<file path="config.mk">
export PLATFORM = sky130hd
export DESIGN_NAME = cfifo_rr_scheduler
export DESIGN_NICKNAME = d
export VERILOG_FILES = /design/src/rtl/cfifo_rr_scheduler.sv
export SDC_FILE = /design/constraint.sdc
export NUM_CORES = 1
export LEC_CHECK = 0
export ABC_AREA = 1
export CAP_MARGIN = 20
export CORE_ASPECT_RATIO = 2
export CORE_UTILIZATION = 40
export CTS_CLUSTER_SIZE = 20
export DETAILED_ROUTE_END_ITERATION = 10
export PLACE_DENSITY = 0.65
export SETUP_SLACK_MARGIN = 0.3
export SYNTH_ARGS = -nofsm -noshare
export SYNTH_HDL_FRONTEND = slang
export SYNTH_SLANG_ARGS = --single-unit
</file>
<file path="constraint.sdc">
create_clock -name clk -period 2.4 [get_ports clk]
set_clock_uncertainty 0.2 [all_clocks]
set_input_delay 0.24 -clock clk [delete_from_list [all_inputs] [get_ports clk]]
set_output_delay 0.24 -clock clk [all_outputs]
set_load 0.01 [all_outputs]
</file>
<file path="src/rtl/cfifo_rr_scheduler.sv">
// cfifo_rr_scheduler
// Round-robin front end sharing one click-based micropipeline stage among N
// clocked requesters. Tokens are launched with 2-phase drive toggles, each
// launch is tagged with its requester index, and the stage's driveNext events
// are mapped back to that requester as done pulses while freeNext is returned.
// DEPTH must be a power of two and at least 2.

module cfifo_rr_scheduler #(
  parameter int N           = 4,
  parameter int DEPTH       = 4,
  parameter int SYNC_STAGES = 2
) (
  input  logic                         clk,
  input  logic                         rst,
  input  logic [N-1:0]                 i_req,
  output logic [N-1:0]                 o_gnt,
  output logic [N-1:0]                 o_done,
  output logic                         o_drive,
  input  logic                         i_free,
  input  logic                         i_driveNext,
  output logic                         o_freeNext,
  output logic [$clog2(DEPTH+1)-1:0]   o_inflight,
  output logic                         o_err
);

  localparam int IW = (N > 1) ? $clog2(N) : 1;
  localparam int PW = $clog2(DEPTH);
  localparam int CW = $clog2(DEPTH + 1);

  localparam logic [CW-1:0] DEPTH_C  = CW'(DEPTH);
  localparam logic [CW-1:0] CNT_ONE  = CW'(1);
  localparam logic [IW:0]   N_C      = (IW + 1)'(N);
  localparam logic [IW:0]   N_ONE    = (IW + 1)'(1);
  localparam logic [IW-1:0] IDX_ONE  = IW'(1);
  localparam logic [PW:0]   PTR_ONE  = (PW + 1)'(1);
  localparam logic [PW:0]   FULL_PAT = {1'b1, {PW{1'b0}}};

  typedef enum logic [0:0] {
    ST_IDLE      = 1'b0,
    ST_WAIT_FREE = 1'b1
  } state_t;

  state_t          state_q, state_d;
  logic [IW-1:0]   ptr_q, ptr_d;
  logic [N-1:0]    gnt_q, gnt_d;
  logic [N-1:0]    done_q, done_d;
  logic            drive_q, drive_d;
  logic            fnext_q, fnext_d;
  logic            err_q, err_d;
  logic [CW-1:0]   inflight_q, inflight_d;
  logic [PW:0]     wr_ptr_q, wr_ptr_d;
  logic [PW:0]     rd_ptr_q, rd_ptr_d;
  logic [IW-1:0]   tag_mem_q [DEPTH];

  logic [SYNC_STAGES-1:0] free_sync_q;
  logic [SYNC_STAGES-1:0] dn_sync_q;
  logic                   free_dly_q;
  logic                   dn_dly_q;

  logic            free_ev_s;
  logic            dn_ev_s;
  logic            fifo_empty_s;
  logic            fifo_full_s;
  logic            can_issue_s;
  logic            push_s;
  logic            pop_s;
  logic [IW-1:0]   head_tag_s;
  logic            sel_found_s;
  logic [IW-1:0]   sel_idx_s;
  logic [IW:0]     cand_s;

  // Synchronise the two asynchronous toggles and keep a 1-cycle history for edge detection.
  always_ff @(posedge clk or posedge rst) begin
    if (rst) begin
      free_sync_q <= '0;
      dn_sync_q   <= '0;
      free_dly_q  <= 1'b0;
      dn_dly_q    <= 1'b0;
    end else begin
      free_sync_q <= {free_sync_q[SYNC_STAGES-2:0], i_free};
      dn_sync_q   <= {dn_sync_q[SYNC_STAGES-2:0], i_driveNext};
      free_dly_q  <= free_sync_q[SYNC_STAGES-1];
      dn_dly_q    <= dn_sync_q[SYNC_STAGES-1];
    end
  end

  // Any change of a synchronised toggle level is one event; also derive tag FIFO status.
  always_comb begin
    free_ev_s    = free_sync_q[SYNC_STAGES-1] ^ free_dly_q;
    dn_ev_s      = dn_sync_q[SYNC_STAGES-1] ^ dn_dly_q;
    fifo_empty_s = (wr_ptr_q == rd_ptr_q);
    fifo_full_s  = ((wr_ptr_q ^ rd_ptr_q) == FULL_PAT);
    can_issue_s  = (inflight_q < DEPTH_C) && !fifo_full_s;
    pop_s        = dn_ev_s && !fifo_empty_s;
    head_tag_s   = tag_mem_q[rd_ptr_q[PW-1:0]];
  end

  // Pick the first active request at or after the priority pointer, wrapping at N.
  always_comb begin
    sel_found_s = 1'b0;
    sel_idx_s   = '0;
    cand_s      = '0;
    for (int k = 0; k < N; k++) begin
      cand_s = {1'b0, ptr_q} + (IW + 1)'(k);
      if (cand_s >= N_C) begin
        cand_s = cand_s - N_C;
      end else begin
        cand_s = cand_s;
      end
      if (!sel_found_s && i_req[cand_s[IW-1:0]]) begin
        sel_found_s = 1'b1;
        sel_idx_s   = cand_s[IW-1:0];
      end else begin
        sel_found_s = sel_found_s;
      end
    end
  end

  // Launch FSM: grant from IDLE, then hold off until the stage reports free.
  always_comb begin
    state_d = state_q;
    push_s  = 1'b0;
    case (state_q)
      ST_IDLE: begin
        if (sel_found_s && can_issue_s) begin
          push_s  = 1'b1;
          state_d = ST_WAIT_FREE;
        end else begin
          state_d = ST_IDLE;
        end
      end
      ST_WAIT_FREE: begin
        if (free_ev_s) begin
          state_d = ST_IDLE;
        end else begin
          state_d = ST_WAIT_FREE;
        end
      end
      default: begin
        state_d = ST_IDLE;
      end
    endcase
  end

  // Next values for grant/launch side, retire side and the in-flight counter.
  always_comb begin
    gnt_d      = '0;
    done_d     = '0;
    drive_d    = drive_q;
    fnext_d    = fnext_q;
    err_d      = err_q;
    ptr_d      = ptr_q;
    wr_ptr_d   = wr_ptr_q;
    rd_ptr_d   = rd_ptr_q;
    inflight_d = inflight_q;

    if (push_s) begin
      gnt_d[sel_idx_s] = 1'b1;
      drive_d          = ~drive_q;
      wr_ptr_d         = wr_ptr_q + PTR_ONE;
      if ({1'b0, sel_idx_s} == (N_C - N_ONE)) begin
        ptr_d = '0;
      end else begin
        ptr_d = sel_idx_s + IDX_ONE;
      end
    end else begin
      gnt_d = '0;
    end

    // freeNext is acknowledged even for an orphan event so the stage never stalls.
    if (dn_ev_s) begin
      fnext_d = ~fnext_q;
      if (fifo_empty_s) begin
        err_d = 1'b1;
      end else begin
        done_d[head_tag_s] = 1'b1;
        rd_ptr_d           = rd_ptr_q + PTR_ONE;
      end
    end else begin
      fnext_d = fnext_q;
    end

    case ({push_s, pop_s})
      2'b10:   inflight_d = inflight_q + CNT_ONE;
      2'b01:   inflight_d = inflight_q - CNT_ONE;
      default: inflight_d = inflight_q;
    endcase
  end

  // Register FSM state, pointers and every output.
  always_ff @(posedge clk or posedge rst) begin
    if (rst) begin
      state_q    <= ST_IDLE;
      ptr_q      <= '0;
      gnt_q      <= '0;
      done_q     <= '0;
      drive_q    <= 1'b0;
      fnext_q    <= 1'b0;
      err_q      <= 1'b0;
      inflight_q <= '0;
      wr_ptr_q   <= '0;
      rd_ptr_q   <= '0;
    end else begin
      state_q    <= state_d;
      ptr_q      <= ptr_d;
      gnt_q      <= gnt_d;
      done_q     <= done_d;
      drive_q    <= drive_d;
      fnext_q    <= fnext_d;
      err_q      <= err_d;
      inflight_q <= inflight_d;
      wr_ptr_q   <= wr_ptr_d;
      rd_ptr_q   <= rd_ptr_d;
    end
  end

  // Tag storage: the requester index of each launched token, in launch order.
  always_ff @(posedge clk or posedge rst) begin
    if (rst) begin
      for (int i = 0; i < DEPTH; i++) begin
        tag_mem_q[i] <= '0;
      end
    end else if (push_s) begin
      tag_mem_q[wr_ptr_q[PW-1:0]] <= sel_idx_s;
    end
  end

  assign o_gnt      = gnt_q;
  assign o_done     = done_q;
  assign o_drive    = drive_q;
  assign o_freeNext = fnext_q;
  assign o_inflight = inflight_q;
  assign o_err      = err_q;

endmodule

</file>
* Word level (Yosys, flattened, before mapping)
Cells that the tools add are included.
** Word-level totals
- Bits in registers :: 37
- Logic and storage cells :: 116
- Output and inout port bits :: 14
- Input bits :: 8
** Cells by class
- $lt $le $gt $ge :: 16
- $add $sub $neg :: 12
- Muxes and demuxes :: 39
- Eq/ne operators :: 5
- Reduce and logical (&&, ||, !) cells :: 17
- Bitwise gates (word level) :: 9
** Operators with widths (number)
- $mux 2 :: 12
- $lt 2x3->1 const B :: 6
- $ge 3x3->1 const B :: 5
- $mux 1 :: 13
- $mux 4 :: 3
- $add 3x1->3 const B :: 3
- $logic_and 1x1->1 :: 9
- $bmux 1 s2 :: 4
- $bwmux 8 :: 1
- $sub 2x1->2 const B :: 4
- $add 2x2->3 const B :: 2
- $not 2->3 :: 2
- $pmux 3 s2 :: 1
- $logic_not 1->1 :: 5
- $bmux 2 s2 :: 1
- $demux 1 s2 :: 2
- $demux 2 s2 :: 1
- $eq 2x2->1 const B :: 2
- $ge 2x1->1 const B :: 2
- $not 1->1 :: 4
- $reduce_and 2->1 :: 2
- $add 2x1->3 const B :: 1
- $eq 3x3->1 :: 1
- $eq 3x3->1 const B :: 1
- other kinds (10) :: 11

* Depth between registers and ports, before layout
- Depth in word-level cells :: 19
- Mapped depth :: 16
- Mapped depth without buffers :: 14

* Worst setup path after synthesis
Ideal clock, no wire load.
- Path kind :: register to register
- Start point :: register ptr_q[0]
- End point :: register inflight_q[2] (netlist: o_inflight[2])
- Stages on the path, launching flop included :: 16
- Arrival :: 2.172 ns
- Path buffers :: 2
- Library setup time :: 0.131 ns
- Path slack :: -0.103 ns
- Required time :: 2.069 ns
- Clock period less this slack :: 2.503 ns
- Path through :: dfrtp_1 > buf_6 > inv_8 > nand2_2 > nand3_1 > nand2_2 > nor2_8 > nand3_4 > nand2_4 > buf_12 > ha_1 > inv_1 > fa_1 > a21oi_1 > o21ai_0 > xor2_1
** Between the ends
- Word-level cells in the longest chain between the ends :: 19
- Elaborated cells on any way between the ends :: 40
- Classes of those cells :: 7 x add/sub; 4 x order compare; 2 x eq/ne; 19 x mux; 8 x reduce/logical
** RTL lines
- start: declaration :: RTL line 44 : logic [IW-1:0] ptr_q, ptr_d;
- start signal: assignment :: RTL line 205 : ptr_q <= ptr_d;
- parallel branches: the longest is 13 deep, another holds $add 2x1->3
- $mux 1 * :: RTL line 110 : if (!sel_found_s && i_req[cand_s[IW-1:0]]) begin
- $logic_and 1x1->1 * :: RTL line 125 : if (sel_found_s && can_issue_s) begin
- $mux 1 * :: RTL line 125
- $mux 1 * :: RTL line 123 : case (state_q)
- $eq 2x1->1 or $eq 2x2->1 (tied branches) :: RTL line 183 : case ({push_s, pop_s})
- $pmux 3 s2 or $reduce_bool 2->1 (tied branches)
- end signal: assignment :: RTL line 211 : inflight_q <= inflight_d;
- end: declaration :: RTL line 50 : logic [CW-1:0] inflight_q, inflight_d;
Mark *: on every way between the ends. The select of a mux whose other input is x is not followed.
A chain may end at the register's enable or synchronous reset.

* Worst setup path in the final report
Same ends and word-level chain as after synthesis.

==> impl_metrics.toml <==
[clock_network]
cts.reportedPaths.clkPinSlew_ps = 70
root_buffer = "clkbuf_8"
cts_buffers = 5
cts-htree-levels = 2
cts_tree = "yes"
worstSkewPairLatency_ps = 280
cts.path.max_buffers = 2
cts_sinks = 37

[run_status]
violations = "setup timing"
outcome = "finished, violations left"

[setup_path]
slowest_stage = "dfrtp_2"
end_kind = "register"
critPathMostFrequentCell = "nand2_4"
path_class = "reg -> reg"
slowest_delay_ps = 460
r2r_cells = 14
ff2ff_setup_slack_ps = -20
critPathLaunchType = "register"
worst-path-max-fanout = 7
worstPathRequired_ps = 2370
path_cells = "buf_12 > inv_16 > nand2_4 > nand3_4 > nand2_4 > nor2_8 > nand3_4 > nand2_4 > ha_4 > inv_2 > fa_2 > a21oi_2 > o21ai_1 > xor2_1"
arrival_ps = 2390

[placed_design]
portBuffers = 21
place.gp.congestion = 0.805
hpwl_um = 2870
placed_cells = 302

[floorplanning]
ios = 22
start_util_pct = 42.3
fp.coreArea_um2 = 4640
rows = 35
die_w_um = 51.5
die_h_um = 101
die_area_um2 = 5210

[synth]
ys_seq_area_share_pct = 47.2
netlist_top_cells_area = "dfrtp_1 47%, nand2_1 7.8%, ha_1 6.4%"
synth-seq-cells = 37
synth.avg_cell_area_um2 = 9.30
yosysTopAreaCellShare_pct = 47.2
yosysWarnings = 0
yosysUniqueCellTypes = 30
synthCells = 211
synth_nets = 230
yosysTopAreaCell = "dfrtp_1"
netlist_area_um2 = 1960

[finish]
syn_to_final_growth_pct = 38.8
final_cell_mix = "35 x dfrtp_1, 31 x nand2_1, 27 x inv_1"
final_common_cell = "dfrtp_1"
finish.utilization_pct = 58.7
fillers = 424
nets = 282
antenna_cells = 0
finalNonFillerCells = 318
drive_above_1_share_pct = 31.9

[global_route]
grt_first_pass_wirelength_um = 6420
grt_antenna_before_repair = 0
grt_overflow = 0
grt_max_degree = 38
first_global_vias = 1494
grt_use_total_pct = 17.0

[sta]
worstMarginPinSlew_ps = 452
relSlewSlack_pct = 69.8
rsz0062_at_grt = "yes"
hold_viol_final = 0
fmax_ghz = 0.413
drv_slew = 0
fin_crit_sh_pct = 101
setup_viol = 1
finalSetupTns_ps = -18.6
worst_slack_ps = -18.6
period_needed_ps = 2420

[run]
cap_violations = 0

[pwr]
vdd_ir_drop_max_mv = 0.797
p_leak_nw = 1.32
power_density_nw_per_um2 = 1610

[drt]
dr.pass1.iters = 4
drc = 0
drt-wirelength-per-cell_um = 12.6
vias = 1538
drt-vias-per-instance = 4.84
routed_wl_um = 3990
postRouteAntennaNets = 0
first_iter_violations = 27

[min_path]
hp-class = "in -> async"
per-stage QoR:
stage	setup slack, ps	power (mW)	hold slack, ps	area [um2]
3_5_place_dp	-148	3.39	136	2370
6_report	-18.6	4.38	147	2720
4_1_cts	10.7	4.08	151	2580
5_1_grt	-122	4.73	166	2720
3_3_place_gp	-130	3.32	135	2370
2_1_floorplan	-10.8	2.61	71.4	1980
final timing paths:
check / start / endpoint
max in group asynchronous: rst / ptr_q[0]$_DFFE_PP0P_
min: rst / o_drive$_DFFE_PP0P_
min reg2reg: free_sync_q[0]$_DFF_PP0_ / free_sync_q[1]$_DFF_PP0_
max reg2reg: ptr_q[0]$_DFFE_PP0P_ / o_inflight[2]$_DFFE_PP0P_
max: ptr_q[0]$_DFFE_PP0P_ / o_inflight[2]$_DFFE_PP0P_
min in group clk: free_sync_q[0]$_DFF_PP0_ / free_sync_q[1]$_DFF_PP0_
cell type report:
cell class	count	area, um2	area share (%)
multi-input combinational	139	1040	38.3
sequential	37	928	34.1
timing repair buffer	47	450	16.5
inverter	33	146	5.37
clock buffer	7	86.3	3.17
tap	55	68.8	2.53
timing repair:
| item | 4_1_cts | 5_1_grt |
|---|---|---|
| gates cloned | 1 | 0 |
| gates resized for setup | 19 | 25 |
| endpoints found under the setup margin | 7 | 14 |
| setup buffers | 3 | 5 |
| hold buffers | 0 | 0 |
| endpoints found under the hold margin | 0 | 0 |
| pin swaps | 12 | 4 |
metal layers:
metal,global-route usage (%),routed length [um],share of wire (%)
met5,0,0,0
met4,10.2,164,4.1
met3,1.81,49,1.2
met2,33.4,2480,62
met1,15.7,1300,32
flip-flops by register name, indices dropped and copies added (netlist names), 2 cells and up:
signal / flops
dn_sync_q: 2
free_sync_q: 2
o_done: 4
o_gnt: 4
o_inflight: 3
ptr_q: 2
rd_ptr_q: 3
tag_mem_q: 8
wr_ptr_q: 3
cell families after synthesis:
logic type | share of synthesized area [%]
and+or+nand+nor | 24.5
DFF | 47.2
buffers and inverters | 8.29
AOI/OAI and AO/OA | 6.44
xor gates and xnor gates | 6.19
adders and majority gates | 7.40
synth_stat cells:
| cell | count |
|---|---|
| a21oi_1 | 2 |
| a31o_2 | 1 |
| a32oi_1 | 1 |
| and2_1 | 1 |
| buf_12 | 1 |
| buf_6 | 1 |
| dfrtp_1 | 37 |
| fa_1 | 1 |
| ha_1 | 10 |
| inv_1 | 30 |
| inv_2 | 2 |
| inv_8 | 1 |
| nand2_1 | 41 |
| nand2_2 | 9 |
| nand2_4 | 5 |
| nand3_1 | 18 |
| nand3_2 | 1 |
| nand3_4 | 1 |
| nand4_1 | 1 |
| nor2_1 | 12 |
| nor2_2 | 2 |
| nor2_8 | 1 |
| o21ai_0 | 12 |
| o21ai_1 | 3 |
| o21ai_2 | 2 |
| o22ai_1 | 1 |
| or2_2 | 1 |
| xnor2_1 | 6 |
| xor2_1 | 6 |
| xor2_2 | 1 |
worst max-delay path, delay by kind of cell, from the launching register on:
family,cells,cell delay [ps]
xor+xnor,1,160
buf+inv,3,290
flops,1,460
simple gates,6,480
fa+ha+maj,2,470
compound gates,2,230
where the power goes:
group	total (mW)	switching, mW	internal, mW
combinational	2.91	1.53	1.37
sequential	1.05	0.172	0.878
clock	0.421	0.194	0.227
total	4.38	1.90	2.48
(Power assumes the default switching activity.)
